### src/rtl/dram_fifo.sv
// Synchronous first-word-fall-through FIFO on distributed RAM with an asynchronous read port.
// Tracks occupancy, threshold flags and sticky overflow/underflow errors.
module dram_fifo #(
  parameter int WIDTH       = 8,
  parameter int ADDR_BITS   = 4,
  parameter int AFULL_LEVEL = 12
) (
  input  logic                 clk,
  input  logic                 rst_n,
  input  logic                 wr_en,
  input  logic [WIDTH-1:0]     wr_data,
  input  logic                 rd_en,
  output logic [WIDTH-1:0]     rd_data,
  output logic                 empty,
  output logic                 full,
  output logic                 afull,
  output logic [ADDR_BITS:0]   count,
  output logic                 ovf,
  output logic                 udf,
  input  logic                 clr_err
);

  localparam int DEPTH = 1 << ADDR_BITS;
  localparam logic [ADDR_BITS:0] DEPTH_C = DEPTH[ADDR_BITS:0];
  localparam logic [ADDR_BITS:0] AFULL_C = AFULL_LEVEL[ADDR_BITS:0];

  logic [WIDTH-1:0]     mem [DEPTH];
  logic [ADDR_BITS-1:0] wr_ptr;
  logic [ADDR_BITS-1:0] rd_ptr;
  logic                 push;
  logic                 pop;

  assign empty = (count == '0);
  assign full  = (count == DEPTH_C);
  assign afull = (count >= AFULL_C);

  // rst_n gating keeps the RAM untouched by requests seen while reset is held.
  assign push = wr_en && !full && rst_n;
  assign pop  = rd_en && !empty;

  assign rd_data = mem[rd_ptr];

  always_ff @(posedge clk) begin
    if (push) begin
      mem[wr_ptr] <= wr_data;
    end
  end

  always_ff @(posedge clk or negedge rst_n) begin
    if (!rst_n) begin
      wr_ptr <= '0;
      rd_ptr <= '0;
      count  <= '0;
      ovf    <= 1'b0;
      udf    <= 1'b0;
    end else begin
      if (push) begin
        wr_ptr <= wr_ptr + 1'b1;
      end
      if (pop) begin
        rd_ptr <= rd_ptr + 1'b1;
      end
      if (push && !pop) begin
        count <= count + 1'b1;
      end else if (pop && !push) begin
        count <= count - 1'b1;
      end
      // A new error event in the same cycle takes precedence over the clear.
      if (wr_en && full) begin
        ovf <= 1'b1;
      end else if (clr_err) begin
        ovf <= 1'b0;
      end
      if (rd_en && empty) begin
        udf <= 1'b1;
      end else if (clr_err) begin
        udf <= 1'b0;
      end
    end
  end

endmodule

### config.mk
export PLATFORM = sky130hd
export DESIGN_NAME = dram_fifo
export DESIGN_NICKNAME = d
export VERILOG_FILES = /design/src/rtl/dram_fifo.sv
export SDC_FILE = /design/constraint.sdc
export NUM_CORES = 1
export LEC_CHECK = 0
export ABC_CLOCK_PERIOD_IN_PS = 3200
export BUFFER_PORTS_ARGS = -buffer_cell sky130_fd_sc_hd__buf_2
export CAP_MARGIN = 20
export CORE_UTILIZATION = 40
export CTS_BUF_LIST = sky130_fd_sc_hd__clkbuf_4 sky130_fd_sc_hd__clkbuf_8
export DETAILED_ROUTE_END_ITERATION = 12
export PLACE_DENSITY_LB_ADDON = 0.15
export SLEW_MARGIN = 5
export SYNTH_ARGS = -nofsm -noshare
export SYNTH_HDL_FRONTEND = slang
export SYNTH_SLANG_ARGS = --single-unit
### constraint.sdc
create_clock -name clk -period 3.2 [get_ports clk]
set_input_delay 0.64 -clock clk [delete_from_list [all_inputs] [get_ports clk]]
set_output_delay 0.64 -clock clk [all_outputs]
set_load 0.01 [all_outputs]
# [Word-level counts from Yosys, hierarchy flattened]
# Memories as Yosys holds them, arrays and structs flattened.
# Index checks and enable logic that the tools add are counted.
# Widths: inputs -> output; s select.
[classes] n_addsub=4 magnitude_cmp=1 eq_ne=1 n_mux=7 reduce_logical=15
[op_table] op="$mux 5" count=2
[op_table] op="$add 4x1->4 const B" count=2
[op_table] op="$logic_and 1x1->1" count=7
[op_table] op="$reduce_bool 2->1" count=3
[op_table] op="$add 5x1->5 const B" count=1
[op_table] op="$eq 5x5->1 const B" count=1
[op_table] op="$ge 5x4->1 const B" count=1
[op_table] op="$logic_not 5->1" count=1
[op_table] op="$mux 1" count=5
[op_table] op="$sub 5x1->5 const B" count=1
[op_table] op="$logic_not 1->1" count=4
[totals] ff_bits=15 ramBits=128 inputBits=13 output_inout_bits=18 mem_count=1
[memory_table] memory="mem" words=16 width=8 read_ports=1 rd_clocked_by_memory_dff=0 write_ports=1 line="27" source="logic [WIDTH-1:0] mem [DEPTH];"

# [Logic depth before layout (Yosys ltp)]
[depth] word_depth=8 mapped_depth=11

# [Worst setup path after synthesis]
# No wires, ideal clock.
[synth_timing] kind="register to register" start="register count[1]" end="register count[4]" setup_ns=0.080 t_arrival_ns=2.381 slack_ns=0.739 path_stages_with_launch=12 n_path_buf=0 period_less_slack_ns=2.461 path_cell_list="dfrtp_1 -> nor4_2 -> and2b_1 -> nor2b_1 -> inv_1 -> ha_1 -> inv_1 -> ha_1 -> a21o_1 -> a21oi_1 -> mux2i_1 -> xnor2_1"
[synth_via] word_cells_on_any_way=16 cone_classes="add/sub: 2; eq/ne: 1; mux: 2; reduce/logical: 11"
[synth_rtl] element="from (decl)" line="17" source="output logic [ADDR_BITS:0] count,"
[synth_rtl] element="from (signal assigned)" line="64" source="count <= count + 1'b1;"
[synth_rtl] element="from (signal assigned)" line="66" source="count <= count - 1'b1;"
[synth_rtl] element="$logic_not 5->1 (*)" line="33" source="assign empty = (count == '0);"
[synth_rtl] element="named net empty" line="14" source="output logic empty,"
[synth_rtl] element="$logic_not 1->1 (*)" line="39" source="assign pop = rd_en && !empty;"
[synth_rtl] element="$logic_and 1x1->1 (*)" line="39"
[synth_rtl] element="$logic_not 1->1" line="63" source="if (push && !pop) begin"
[synth_rtl] element="$logic_and 1x1->1" line="63"
[synth_rtl] element="$mux 5 / $reduce_bool 2->1 (equally long branches)"
# The timed path passes the listed nets; every way through them passes the cells marked *. The select of a mux whose other input is x is not followed.
# A chain may end at the register's enable or synchronous reset.

# [Worst setup path after layout]
[layout_timing] start="register rd_ptr[2]" end="output port rd_data[0]"
[layout_via] elab_chain_len=1
[layout_rtl] element="from (decl)" line="29" source="logic [ADDR_BITS-1:0] rd_ptr;"
[layout_rtl] element="from (signal assigned)" line="61" source="rd_ptr <= rd_ptr + 1'b1;"
[layout_rtl] element="$mem_v2 16x8"
[layout_rtl] element="to (decl)" line="13" source="output logic [WIDTH-1:0] rd_data,"
# Every way passes these cells.

==> results.ini <==
[clocking]
cts.htree.levels=4
ctsLongestPathBuffers=2
cts.clk_slew.worst_paths_ns=0.07
cts_buffers=17
clockRootBuffer=clkbuf_8
clock-sinks=143
post_cts_buffers=0
clk_latency_ns=0.44
holdBufCountCts=0
cts_tree=yes
cts_resized=0

[critical_path]
worstPathArrival_ns=2.25
crit_type=reg -> out
worst_ep_required_time_ns=2.56
critPathMaxFanout=13
crit_path_end_kind=output port
start_kind=flip-flop

[floorplanning]
pin_count=31
die_h_um=123.3
fp.dieW_um=123.3
die-area_um2=15210
core_um2=14100
initial_core_util_pct=41.77
num_rows=43

[routing]
drcViolationCount=0
vias=3011
wirelength_mm=11.70
drt_pre_antenna_iters=4
drtIter0Drc=148
detail-route-antenna-nets=0
drt-vias-per-instance=5.264
post_drt_wl_per_cell_um=20.45

[pwr]
power.density_nw_per_um2=837.7
p_leak_nw=2.342
peakVddDrop_v=0.0004580
power.total_w=0.005506

[global_routing]
overflow=0
grt_pass1_vias=3040
grt_pass1_wl_mm=18.20
antenna_found_initial=0
gr-usage-all-layers_pct=17.30
grt_max_degree=42

[finish]
multi_input_area_um2=1520
drive_gt1_share_pct=22.96
num_antenna_cells=0
final_nets=403
final_util_pct=46.63
seq_area_um2=4220
area_delta_synth_final_pct=11.62
filler_cell_count=1227

[synthesis]
syn_inst=338
synth_area_leaders=edfxtp_1 (65%), dfrtp_1 (6.4%), mux4_2 (6.1%)
synth_nets=362
synth_warnings=0
ys.flop_type=edfxtp_1
synth.top_cell.area_share_pct=65.28
ys_seq_elements=143
yosysUniqueCellTypes=33
yosysMostFrequentCell=edfxtp_1
seq_area_frac_synth_pct=71.65
netlist_area_um2=5888
synth_top_area_cell=edfxtp_1
postSynthAreaPerCell_um2=17.42
async_reset_ff_share_pct=10.49
synthTopCellsByCount=edfxtp_1 (128), mux2i_1 (25), nand2_1 (20), o21ai_0 (20), and2_1 (17)
synth_edf_count=128

[sta]
finalHoldViolations=0
tns_ns=0
final-setup-viol-count=0
finalCritPeriodShare_pct=90.30
min_period_ns=2.890
slew_viol_final=0
final.setup_skew_ns=0.004926
worstMarginPinSlew_ns=0.6490
rsz0062_at_grt=false
clock.fmax_ghz=0.3461
maxSlewHeadroom_pct=56.73

[place]
hpwlAfterDp_mm=7.517
place.gp.congestion=0.8168
io_buffers=30

[outcome]
status=finished, final reports clean

[job]
cap_viol_max_count=0

[min_path]
hold_class=in -> async

routing by layer:
metal  share of wire [%]  track usage [%]  routed length [um]  vias up
met5                   0                0                   0        -
met4                 1.8            7.003                 208        0
met3                 5.3            4.336                 619       17
met2                  48            26.89                5564       64
met1                  45            23.26                5308     1540
li1                    -                -                   -     1390
power by group:
group,switching (W),internal [W]
registers,0.000172,0.00221
clock network,0.000620,0.000705
logic,0.000997,0.000800
total,0.00179,0.00372
sequential cells by signal, summed over array words and instances, names as in the netlist:
signal and cells:
wr_ptr 4, mem 128, ovf 1, count 5
udf 1, rd_ptr 4
cells in the final DEF, fill, tap and decap left out:
| cell type | instances |
|---|---|
| and2_1 | 17 |
| buf_2 | 30 |
| clkinv_1 | 6 |
| a21o_1 | 2 |
| buf_12 | 1 |
| mux2i_1 | 25 |
| clkbuf_4 | 4 |
| nor2b_1 | 2 |
| a22o_1 | 2 |
| bufinv_16 | 2 |
| xor2_1 | 1 |
| nor3_1 | 1 |
| a221oi_1 | 8 |
| nand3_1 | 2 |
| and2b_1 | 1 |
| buf_4 | 5 |
| inv_2 | 1 |
| a21oi_1 | 10 |
| clkbuf_8 | 17 |
| nor3b_1 | 2 |
| nor4_2 | 1 |
| o21ai_0 | 20 |
| mux2_2 | 8 |
| a22oi_1 | 8 |
| edfxtp_1 | 128 |
| nand2_1 | 20 |
| xnor2_1 | 9 |
| fa_1 | 1 |
| mux4_2 | 16 |
| clkinv_2 | 3 |
| and3_1 | 1 |
| inv_1 | 9 |
| ha_1 | 10 |
| dfrtp_1 | 14 |
| nand3_2 | 1 |
| nand4_1 | 1 |
| nor2_1 | 2 |
| dfrtp_2 | 1 |
kinds of logic after synthesis:
group           synth area share [%]
xor+xnor                       1.488
buf+inv                        2.528
fa+ha+maj                      2.465
compound gates                 5.313
mux                            11.90
flops                          71.65
simple gates                   4.654
critical path, stage by stage, from the launching register on:
cell and delay (ns):
dfrtp_1 0.60, nor2b_1 0.33, buf_4 0.27, a221oi_1 0.13
a22oi_1 0.22, nand2_1 0.10, buf_2 0.15
metrics by stage:
stage / std cells / hold slack, ns / worst slack, ns / area (um^2)
after floorplan: 338 / 0.3444 / 0.7386 / 5888
after global placement: 540 / 0.4915 / 0.6841 / 6211
after detailed placement: 540 / 0.5010 / 0.6118 / 6211
after CTS: 572 / 0.1556 / 0.3167 / 6573
after global routing: 572 / 0.1691 / 0.1380 / 6573
final: 572 / 0.1720 / 0.3103 / 6573
area by class of cell:
class | count | area share, %
sequential | 143 | 64.21
tap | 180 | 3.427
inverter | 10 | 0.5711
multi-input combinational | 171 | 23.13
clock buffer | 21 | 4.017
clock inverter | 11 | 1.485
timing repair buffer | 36 | 3.160
final timing paths:
check,to,from,depth (start not counted),slack (ns)
setup / recovery,rd_data[0],rd_ptr[2]$_DFFE_PN0P_,6,0.31
hold / removal,count[3]$_DFFE_PN0P_,rst_n,2,0.17
setup reg to reg,count[4]$_DFFE_PN0P_,count[1]$_DFFE_PN0P_,11,0.62
hold reg to reg,ovf$_DFFE_PN0P_,ovf$_DFFE_PN0P_,1,0.52
max in group asynchronous,rd_ptr[0]$_DFFE_PN0P_,rst_n,2,2.84
min in group clk,udf$_DFFE_PN0P_,rd_en,2,0.44
Note: power is estimated with default switching activity, not from simulation.
